## src/rtl/hp_add_arb.sv

```systemverilog
// hp_add_arb
// Round-robin arbiter that shares one pipelined hp_add_vec adder between
// NUM_REQ requesters. Each accepted request is issued to the adder on the
// next cycle. The requester index (tag) goes into a FIFO. When the adder
// returns a result, the oldest tag is popped and the result goes back to
// that requester. Because the adder has a fixed latency, results come back
// in issue order, so a FIFO of tags is enough to route them.
//
// Ports
//   clk          clock, rising edge
//   rstn         synchronous reset, active HIGH (1 = reset)
//   req_valid_i  per-requester add request
//   req_ready_o  one-hot grant (combinational); handshake = valid & ready
//   req_a_i      operand A, requester k at [k*HPW +: HPW]
//   req_b_i      operand B, same packing
//   add_valid_o  issue strobe to the adder
//   add_a_o      adder operand A (holds when idle)
//   add_b_o      adder operand B (holds when idle)
//   add_y_i      adder result
//   add_v_i      adder result valid
//   res_valid_o  one-hot result strobe to the owning requester
//   res_y_o      result data shared by all requesters (holds when idle)
//   inflight_o   outstanding adds (tag FIFO occupancy)
//   err_o        sticky: a result arrived while no add was outstanding

module hp_add_arb #(
    parameter int DW           = 16,
    parameter int H_TILE       = 1,
    parameter int P_TILE       = 1,
    parameter int NUM_REQ      = 4,
    parameter int MAX_INFLIGHT = 4,
    localparam int HPW = H_TILE * P_TILE * DW,
    localparam int TW  = (NUM_REQ > 1) ? $clog2(NUM_REQ) : 1,
    localparam int CW  = $clog2(MAX_INFLIGHT) + 1,
    localparam int PW  = (MAX_INFLIGHT > 1) ? $clog2(MAX_INFLIGHT) : 1
) (
    input  logic                   clk,
    input  logic                   rstn,
    input  logic [NUM_REQ-1:0]     req_valid_i,
    output logic [NUM_REQ-1:0]     req_ready_o,
    input  logic [NUM_REQ*HPW-1:0] req_a_i,
    input  logic [NUM_REQ*HPW-1:0] req_b_i,
    output logic                   add_valid_o,
    output logic [HPW-1:0]         add_a_o,
    output logic [HPW-1:0]         add_b_o,
    input  logic [HPW-1:0]         add_y_i,
    input  logic                   add_v_i,
    output logic [NUM_REQ-1:0]     res_valid_o,
    output logic [HPW-1:0]         res_y_o,
    output logic [CW-1:0]          inflight_o,
    output logic                   err_o
);

    logic [TW-1:0] rr_ptr;
    logic [TW-1:0] gnt_idx;
    logic          gnt_any;
    logic          can_issue;
    logic          push;
    logic          pop;
    int            scan_idx;

    logic [TW-1:0] tag_q [MAX_INFLIGHT];
    logic [PW-1:0] head;
    logic [PW-1:0] tail;
    logic [CW-1:0] count;

    function automatic logic [PW-1:0] ptr_inc(input logic [PW-1:0] p);
        // Written as an explicit wrap so a depth of 1 still works
        // with a 1-bit pointer.
        return (p == PW'(MAX_INFLIGHT - 1)) ? '0 : p + 1'b1;
    endfunction

    // A retire in the same cycle frees a slot, so a full queue still
    // accepts a request while add_v_i is high.
    assign can_issue = (count < CW'(MAX_INFLIGHT)) || add_v_i;

    always_comb begin
        req_ready_o = '0;
        gnt_idx     = '0;
        gnt_any     = 1'b0;
        scan_idx    = 0;
        if (can_issue) begin
            for (int i = 0; i < NUM_REQ; i++) begin
                scan_idx = (int'(rr_ptr) + i) % NUM_REQ;
                if (!gnt_any && req_valid_i[scan_idx]) begin
                    gnt_any               = 1'b1;
                    gnt_idx               = TW'(scan_idx);
                    req_ready_o[scan_idx] = 1'b1;
                end
            end
        end
    end

    assign push = gnt_any;
    // A result that arrives with nothing outstanding is flagged and
    // otherwise dropped. A push in the same cycle does not change this.
    assign pop  = add_v_i && (count != '0);

    assign inflight_o = count;

    // Tag storage has no reset. Reset clears the occupancy, which
    // makes the old contents unreachable.
    always_ff @(posedge clk) begin
        if (push) begin
            tag_q[tail] <= gnt_idx;
        end
    end

    always_ff @(posedge clk) begin
        if (rstn) begin
            rr_ptr      <= '0;
            head        <= '0;
            tail        <= '0;
            count       <= '0;
            add_valid_o <= 1'b0;
            add_a_o     <= '0;
            add_b_o     <= '0;
            res_valid_o <= '0;
            res_y_o     <= '0;
            err_o       <= 1'b0;
        end else begin
            add_valid_o <= push;
            if (push) begin
                add_a_o <= req_a_i[int'(gnt_idx)*HPW +: HPW];
                add_b_o <= req_b_i[int'(gnt_idx)*HPW +: HPW];
                tail    <= ptr_inc(tail);
                rr_ptr  <= TW'((int'(gnt_idx) + 1) % NUM_REQ);
            end

            res_valid_o <= '0;
            if (pop) begin
                res_valid_o <= NUM_REQ'(1) << tag_q[head];
                res_y_o     <= add_y_i;
                head        <= ptr_inc(head);
            end

            if (add_v_i && (count == '0)) begin
                err_o <= 1'b1;
            end

            case ({push, pop})
                2'b10:   count <= count + CW'(1);
                2'b01:   count <= count - CW'(1);
                default: count <= count;
            endcase
        end
    end

endmodule
```

## config.mk

```make
export PLATFORM = sky130hd
export DESIGN_NAME = hp_add_arb
export DESIGN_NICKNAME = d
export VERILOG_FILES = /design/src/rtl/hp_add_arb.sv
export SDC_FILE = /design/constraint.sdc
export NUM_CORES = 1
export LEC_CHECK = 0
export CORE_AREA = 3 3 112 114
export CTS_BUF_LIST = sky130_fd_sc_hd__clkbuf_8
export DETAILED_ROUTE_END_ITERATION = 10
export DIE_AREA = 0 0 115 117
export PLACE_DENSITY = 0.85
export SYNTH_ARGS = -nofsm -noshare
export SYNTH_HDL_FRONTEND = slang
export SYNTH_SLANG_ARGS = --single-unit
```

## constraint.sdc

```tcl
create_clock -name clk -period 3.2 [get_ports clk]
set_clock_uncertainty 0.15 [all_clocks]
set_input_delay 0.64 -clock clk [delete_from_list [all_inputs] [get_ports clk]]
set_output_delay 0.64 -clock clk [all_outputs]
set_load 0.02 [all_outputs]
```

## Word-level counts from Yosys, hierarchy flattened

Memories as Yosys holds them, arrays and structs flattened. A register that Yosys moved wholly into a read port is not among the register bits.
Cells that the tools add are included.

- Flip-flop bits (word level): 63
- Memory bits (writable): 8
- Input bits: 151
- Output and inout port bits: 61
- Word-level logic and storage cells: 109
- Memories: 1

Memories:

| memory | depth | bits a word | read ports | clocked after memory_dff | write ports | line | text |
|---|---|---|---|---|---|---|---|
| tag_q | 4 | 2 | 1 | 1 | 1 | 62 | `logic [TW-1:0] tag_q [MAX_INFLIGHT];` |

- Add/sub/neg operators: 8
- Order comparisons: 9
- Eq/ne operators: 4
- Shift operators: 3
- Muxes and demuxes: 47
- Bitwise logic cells: 7
- Reduce and logical (&&, ||, !) cells: 20

Operators with widths:

| cell | number |
|---|---|
| $shiftx A64 B7 Y16 | 2 |
| $mux W4 | 8 |
| $mux W1 | 21 |
| $mux W2 | 9 |
| $lt A3 B4 Y1 const B | 3 |
| $or A4 B4 Y4 | 3 |
| $ge A3 B1 Y1 const B | 3 |
| $logic_and A1 B1 Y1 | 9 |
| $add A2 B1 Y2 const B | 4 |
| $bmux W1 S2 | 4 |
| $demux W1 S2 | 4 |
| $reduce_or A2 Y1 | 4 |
| $eq A2 B2 Y1 const B | 3 |
| $pmux W3 S2 | 1 |
| $add A2 B2 Y2 const B | 2 |
| $shl A1 B2 Y4 const A | 1 |
| $add A3 B1 Y3 const B | 1 |
| $and A1 B1 Y1 const A | 3 |
| $logic_not A1 Y1 | 3 |
| $logic_not A3 Y1 | 1 |
| $lt A2 B3 Y1 const B | 1 |
| $lt A3 B3 Y1 const B | 1 |
| $reduce_bool A3 Y1 | 1 |
| $sub A3 B1 Y3 const B | 1 |
| other kinds (5) | 5 |

## Depth between registers and ports, before layout

Gate-level depths: netlist (run 1).

- Depth after elaboration: 19
- Mapped depth: 13
- Mapped depth without buffers: 9

## Worst setup path before layout (run 1)

No wires, ideal clock.

- Kind: register to output
- Start point: register rr_ptr[0]
- End point: output req_ready_o[0]
- Data arrival time: 2514 ps
- Setup slack: -104 ps
- Stages on the path, launching flop included: 11
- Path buffers: 2
- Cells stage by stage: dfxtp_1 > buf_2 > buf_2 > inv_1 > ha_1 > mux4_2 > and2b_2 > a22oi_1 > nor2_1 > a221oi_1 > nor2_1

- Cells in the longest elaborated chain, start to end: 16
- Elaborated cells on any way between the ends: 63

Ends and longest elaborated chain:

| item | line | text |
|---|---|---|
| from (decl) | 54 | `logic [TW-1:0] rr_ptr;` |
| from (signal assigned) | 127 | `rr_ptr <= TW'((int'(gnt_idx) + 1) % NUM_REQ);` |
| $add A2 B1 Y2 / $bmux W1 S2 (equally long branches) | 84, 85 |  |
| $reduce_or A2 Y1 (no line) / $mux W1 (equally long branches) | - |  |
| $and A1 B1 Y1 (no line) / $mux W1 (equally long branches) | - |  |
| $lt A3 B4 Y1 (not written as such), or another cell as far along | 88 | `req_ready_o[scan_idx] = 1'b1;` |
| $logic_and A1 B1 Y1 (not written as such) / $logic_not A1 Y1 (equally long branches) | 88, 85 |  |
| $mux W1 (not written as such) / $logic_and A1 B1 Y1 (equally long branches) | 88, 85 |  |
| $demux W1 S2 / $mux W1 (equally long branches) | 88, 85 |  |
| $or A4 B4 Y4 (no line) / $mux W1 (equally long branches) | - |  |
| $mux W4 / $logic_not A1 Y1 (equally long branches) | 85 | `if (!gnt_any && req_valid_i[scan_idx]) begin` |
| $mux W4 / $logic_and A1 B1 Y1 (equally long branches) | 82, 85 |  |
| $or A4 B4 Y4 (no line) / $mux W1 (equally long branches) | - |  |
| $mux W4 / $mux W1 (equally long branches) | 85, 82 |  |
| $mux W4 / $logic_not A1 Y1 (equally long branches) | 82, 85 |  |
| $or A4 B4 Y4 (no line) / $logic_and A1 B1 Y1 (equally long branches) | - |  |
| $mux W4 * | 85 |  |
| $mux W4 * | 82 | `if (can_issue) begin` |
| to (decl) | 40 | `output logic [NUM_REQ-1:0] req_ready_o,` |

Mark *: on every way between the ends. The rest lies on a longest branch, timed or not. The select of a mux whose other input is x is not followed.

## Final worst setup path (run 1)

- Start point: register rr_ptr[1]
- End point: output req_ready_o[2]

Same word-level chain as after synthesis.

==> metrics.txt, run 1 <==
run status=finished, final reports clean; Worst R2R Path Depth=10; CP Launch Point=rr_ptr[1]$_SDFFE_PP0P_; Root Driver=clkbuf_8; sequential power share=22.4%; Max-slew headroom=62.3%; Post-DRT Antenna Nets=0; placed cell count=840; final net count=878; Std-Cell Rows=39; CTS HTree Levels=3; Synth top cells by count=nand2_1, dfxtp_1, a21oi_1, mux2i_1, a31oi_1; Crit path required time=2.41 ns; register area=0.00154 mm^2; Yosys Warn Count=0; die area=0.0135 mm^2; EDFF count, synth=8; Yosys top cell area share=29.6%; final setup margin=0.0595 ns; CP endpoint=req_ready_o[2]; library cells used by synthesis=52; asr flop ratio synth=0%; Tmin final=3.14 ns; HPWL Detailed=11.2 mm; crit path buf inv count=3; Critical R2R Launch=rr_ptr[1]$_SDFFE_PP0P_; Leak=2.75 nW; gp weighted congestion=0.857; share of cells above drive strength 1=18.4%; Synth area leader=dfxtp_1; fmax=318 MHz; Max FO, Critical Path=3; mapped cell area=0.00440 mm^2; All-Layer GR Usage=20.7%; die width=115 um; DR vias/cell=5.38; Max-Cap Viols=0; Fill cells=904; Layout area overhead=61.3%; die height=117 um; FF-to-FF End=add_a_o[2]$_SDFFE_PP0P_; Final Non-Filler Cells=860; detailed-route DRC error count=0; Startpoint Class=flip-flop; Top delay family on crit path=multiplexers; hold buffers post-CTS=0; Avg Cell Area, Syn=9.03 um^2; internal reg-to-reg setup slack=0.25 ns; initial antenna violation count=0; Synth area leaders=dfxtp_1, o221ai_2, nand2_1, mux2i_1, a21oi_1; CTS max path bufs=2; final setup fails=0; flops & latches, synth=73; Clock Power Share=12.2%; P_sw=2.67 mW; Tightest Pin Transition=0.565 ns; sw frac=43.0%; Power, Total=6.20 mW; VDD IR max=0.417 mV; slowest CP cell=mux4_2; final hold vios=0; final period utilization=98.1%; # diodes=0; cell with the most instances after synthesis=nand2_1; worst path arrival time=2.35 ns; Primary FF master, synth=dfxtp_1; 1st-pass router iterations=5; syn nets=653; routed via count=4628; most used cell along the critical path=nor2_2; internal power=3.54 mW; Critical Path, Cell by Cell=inv_2 -> ha_4 -> mux4_2 -> buf_4 -> a22oi_2 -> nor2_2 -> a221oi_2 -> nor2_2 -> buf_2; setup TNS=0 ns; Initial Util=38.2%; Post-DP Area=0.00680 mm^2; clock buffer count from CTS=9; CP Depth=9; post-route cell area=0.00710 mm^2; hold crit path type=flip-flop to flip-flop; Final Max Slew Viols=0; Hold Path Depth=2; pre-CTS setup slack=-0.562 ns; unrepaired setup endpoints after global routing=yes; Core ar.=0.0115 mm^2; largest net degree at the start of global routing=41; Port Buffers=211; Remaining Overflow, GRT=0; first-pass GRT wire length=22.4 mm; pwr dens=874 mW/mm^2; DR iter-0 viols=249; Multi-input gate area=0.00259 mm^2; Crit path largest cell delay=0.53 ns; Avg WL per Cell=17.0 um; clk slew on worst S/H paths=0.08 ns; Setup CP Type=flip-flop to output port; Ports=212; CP endpoint kind=output port; post-synthesis sequential area ratio=35.0%; TritonCTS clock tree=built; synthesized instance count=487; clock sink count=73; clock latency on the worst-skew pair=0.35 ns; Post-Route WL=14.6 mm; Logic pwr share=65.4%; vias in the first global route=4777
-- cells by family after synthesis --
kind of cell,Yosys count,share of synthesized area (%)
muxes,39,10.5
adders and majority gates,15,4.44
and+or+nand+nor,154,14.5
buffers and inverters,56,9.02
AOI/OAI and AO/OA,147,26.0
xor gates and xnor gates,3,0.597
DFF,73,35.0
-- worst register-to-register path, cell delays in order (launching register included) --
cell	delay [ns]
dfxtp_2	0.34
inv_2	0.05
ha_4	0.27
mux4_2	0.53
buf_4	0.17
buf_4	0.14
a222oi_1	0.38
a21oi_1	0.09
or3_4	0.38
buf_12	0.19
o221ai_1	0.20
-- per-layer routing --
metal | part of all wire [%] | vias to the layer above | track usage (%)
met5 | 0 | - | 0
met4 | 3.3 | 0 | 8.22
met3 | 8.4 | 40 | 5.96
met2 | 51 | 220 | 37.2
met1 | 37 | 2145 | 23.2
li1 | - | 2223 | -
-- layout make-up --
cell class                 count  area share (%)
timing repair buffer         258            35.7
sequential                    73            21.8
inverter                      11           0.582
multi-input combinational    359            36.6
tap                          143            2.52
clock buffer                   9            1.75
clock inverter                 7            1.09
-- worst min path at each step --
| stage | from | to |
|---|---|---|
| final | res_y_o[13]$_SDFFE_PP0N_ | res_y_o[13]$_SDFFE_PP0N_ |
| after global routing | res_y_o[3]$_SDFFE_PP0N_ | res_y_o[3]$_SDFFE_PP0N_ |
| after CTS | res_y_o[13]$_SDFFE_PP0N_ | res_y_o[13]$_SDFFE_PP0N_ |
| after detailed placement | res_y_o[13]$_SDFFE_PP0N_ | res_y_o[13]$_SDFFE_PP0N_ |
| after global placement | res_y_o[2]$_SDFFE_PP0N_ | res_y_o[2]$_SDFFE_PP0N_ |
| after floorplan | head[1]$_SDFFE_PP0N_ | flip-flop |
-- what timing repair did --
action / in CTS / in global routing
pin swaps: 4 / 5
endpoints found under the setup margin: 4 / 36
gates resized for setup: 26 / 16
cloned: 1 / 0
setup buffers: 3 / 0
-- state kept, by name, indices dropped and copies added (netlist names), named ones only --
signal       count
tag_q            8
add_a_o         16
err_o            1
head             2
inflight_o       3
res_y_o         16
rr_ptr           2
add_b_o         16
tail             2
res_valid_o      4
add_valid_o      1
-- power by group through the flow --
| stage | registers (mW) | clock network [mW] | logic (mW) |
|---|---|---|---|
| after global routing | 1.43 | 0.823 | 4.36 |
| after global placement | 1.39 | 0 | 3.77 |
| final | 1.39 | 0.757 | 4.05 |
| after detailed placement | 1.40 | 0 | 3.92 |
| after floorplan | 1.65 | 0 | 2.32 |
| after CTS | 1.39 | 0.783 | 3.99 |
-- cell usage in the layout (no fill, tap or decap), types with 8 or more instances in the layout --
cell and instances:
a21oi_1 59, a31oi_1 32, buf_4 39, clkbuf_8 9
clkdlybuf4s50_1 203, dfxtp_1 63, edfxtp_1 8, ha_1 13
inv_1 8, mux2i_1 33, nand2_1 105, nor2_1 19
o221ai_2 30
-- per-stage QoR --
stage	hold WS [ns]	utilization, %
after floorplan	0.304	-
after global placement	0.292	59.1
after detailed placement	0.297	59.1
after CTS	0.309	61.2
after global routing	0.337	61.6
final	0.308	61.6
Power figures use the tool's default switching activity.
==> run 2, diff against run 1 <==
- CORE_AREA: 3 3 112 114 -> 5 5 114 116
- DIE_AREA: 0 0 115 117 -> 0 0 119 121
==> metrics.txt, run 2 (synthesis results as in run 1) <==
die area=0.0144 mm^2 (+7.0%); clock sink count=73 (unchanged); final hold vios=0 (unchanged); worst path arrival time=2.47 ns (+0.12 ns); Final Non-Filler Cells=868 (+0.93%); share of cells above drive strength 1=18.2% (-0.24 points); fmax=307 MHz (-3.7%); run status=finished with violations; 1st-pass router iterations=5 (unchanged); initial antenna violation count=0 (unchanged); Largest regs=add_a_o x16, add_b_o x16, res_y_o x16; TritonCTS clock tree=built; fin util=60.4% (-1.2 points); Startpoint Class=flip-flop; first-pass GRT wire length=24.2 mm (+8.1%); die height=121 um (+3.4%); Final Max Slew Viols=0 (unchanged); unrepaired setup endpoints after global routing=yes; Hold Path Depth=2 (unchanged); internal power=3.68 mW (+4.0%); DR iter-0 viols=278 (+12%); FF-to-FF End=add_a_o[7]$_SDFFE_PP0P_; commonest non-fill, non-tap cell in the layout=clkdlybuf4s50_1; pwr dens=891 mW/mm^2 (+1.9%); pre-CTS setup slack=-0.558 ns (+0.00371 ns); Remaining Overflow, GRT=0 (unchanged); failing checks=setup timing; Layout area overhead=62.1%; Clock Power Share=12.8% (+0.6 points); final setup margin=-0.0626 ns (-0.122 ns); Logic pwr share=65.3% (about the same); hold crit path type=flip-flop to flip-flop; internal reg-to-reg setup slack=0.22 ns (-0.03 ns); Initial Util=37.2% (-0.96 points); placed cell count=847 (+0.83%); gp weighted congestion=0.888 (+3.7%); Max-Cap Viols=0 (unchanged); Ports=212 (unchanged); CP endpoint kind=output port; final setup fails=1 (+1); setup TNS=-0.0626 ns (-0.0626 ns); clock latency on the worst-skew pair=0.35 ns (about the same); Critical R2R Launch=rr_ptr[0]$_SDFFE_PP0P_; worst hold start=res_y_o[0]$_SDFFE_PP0N_; DR vias/cell=5.50 (+2.3%); Tmin final=3.26 ns (+0.122 ns); Post-Route WL=15.2 mm (+4.6%); final net count=882 (+0.46%); clock buffer count from CTS=9 (unchanged); die width=119 um (+3.5%); detailed-route DRC error count=0 (unchanged); VDD IR max=0.475 mV (+14%); sw frac=42.1% (-0.84 points); Max FO, Critical Path=4 (+1); Std-Cell Rows=40 (+2.6%); CTS HTree Levels=3 (unchanged); Max-slew headroom=72.8% (+10 points); Root Driver=clkbuf_8; Worst R2R Path Depth=12 (+2); vias in the first global route=5005 (+4.8%); CTS max path bufs=2 (unchanged); Crit path required time=2.41 ns (about the same); Worst Hold End=res_y_o[0]$_SDFFE_PP0N_; hold buffers post-CTS=0 (unchanged); routed via count=4777 (+3.2%); sequential power share=21.9% (-0.5 points); CP Launch Point=rr_ptr[0]$_SDFFE_PP0P_; Avg WL per Cell=17.6 um (+3.6%); Core ar.=0.0118 mm^2 (+2.6%); Tightest Pin Transition=0.406 ns (-0.159 ns); clk slew on worst S/H paths=0.09 ns (about the same); final period utilization=102% (+3.8 points); largest net degree at the start of global routing=65 (+59%); P_sw=2.68 mW (+0.46%); All-Layer GR Usage=20.5% (-0.26 points); Port Buffers=211 (unchanged); Post-DRT Antenna Nets=0 (unchanged); Setup CP Type=flip-flop to output port; Leak=2.78 nW (+0.93%); HPWL Detailed=11.6 mm (+4.4%); most frequent cells in the layout=clkdlybuf4s50_1, nand2_1, dfxtp_1; # diodes=0 (unchanged)
==> run 2: metal layers <==
layer / global-route usage [%] / wire length, um / vias to the layer above
met2: 38.0 / 7910 / 249
li1: - / - / 2232
met4: 6.81 / 391 / 0
met1: 22.1 / 5660 / 2256
met3: 6.20 / 1280 / 40
met5: 0 / 0 / -
==> run 2: worst max path at each step <==
stage               slack, ns  depth (start not counted)                       to
detailed placement      -0.56                          8           req_ready_o[3]
floorplan               0.001                         11  add_a_o[0]$_SDFFE_PP0P_
CTS                     0.005                          9           req_ready_o[2]
global route            -0.13                          9           req_ready_o[1]
finish                  -0.06                          9           req_ready_o[1]
global placement        -0.49                          8           req_ready_o[3]
==> run 2: metrics by stage <==
stage          area (um^2)  hold slack [ns]  power (mW)
6_report              7130            0.313        6.35
4_1_cts               7100            0.314        6.31
3_5_place_dp          6830            0.298        5.43
3_3_place_gp          6830            0.292        5.27
5_1_grt               7130            0.332        6.72
2_1_floorplan         4420            0.304        3.97
==> run 2: repair_timing <==
action,CTS,global route
setup buffers,3,1
pin swaps,6,3
endpoints found under the setup margin,4,27
resized for setup,30,9
gates cloned,1,0
==> run 2: area by class of cell <==
class / instances / area, um^2
clock inverters: 7 / 91.3
well taps: 147 / 184
multi-input cells: 359 / 2580
fillers: 933 / 4680
inverters: 11 / 41.3
repair buffers: 262 / 2560
flip-flops and latches: 73 / 1540
clock buffers: 9 / 124
==> run 2: worst max-delay path, cell delays in order, from the launching register on <==
cell,delay [ns]
dfxtp_2,0.34
inv_2,0.05
ha_4,0.28
mux4_2,0.55
buf_6,0.16
a22oi_1,0.23
nor2_1,0.08
a221oi_2,0.21
nor2_2,0.07
buf_2,0.16
==> run 2: power by group through the flow <==
stage          Clock (mW)  Sequential [mW]  Combinational (mW)
6_report            0.810             1.39                4.15
5_1_grt             0.859             1.43                4.44
4_1_cts             0.826             1.39                4.09
3_5_place_dp            0             1.40                4.02
3_3_place_gp            0             1.39                3.88
2_1_floorplan           0             1.65                2.32
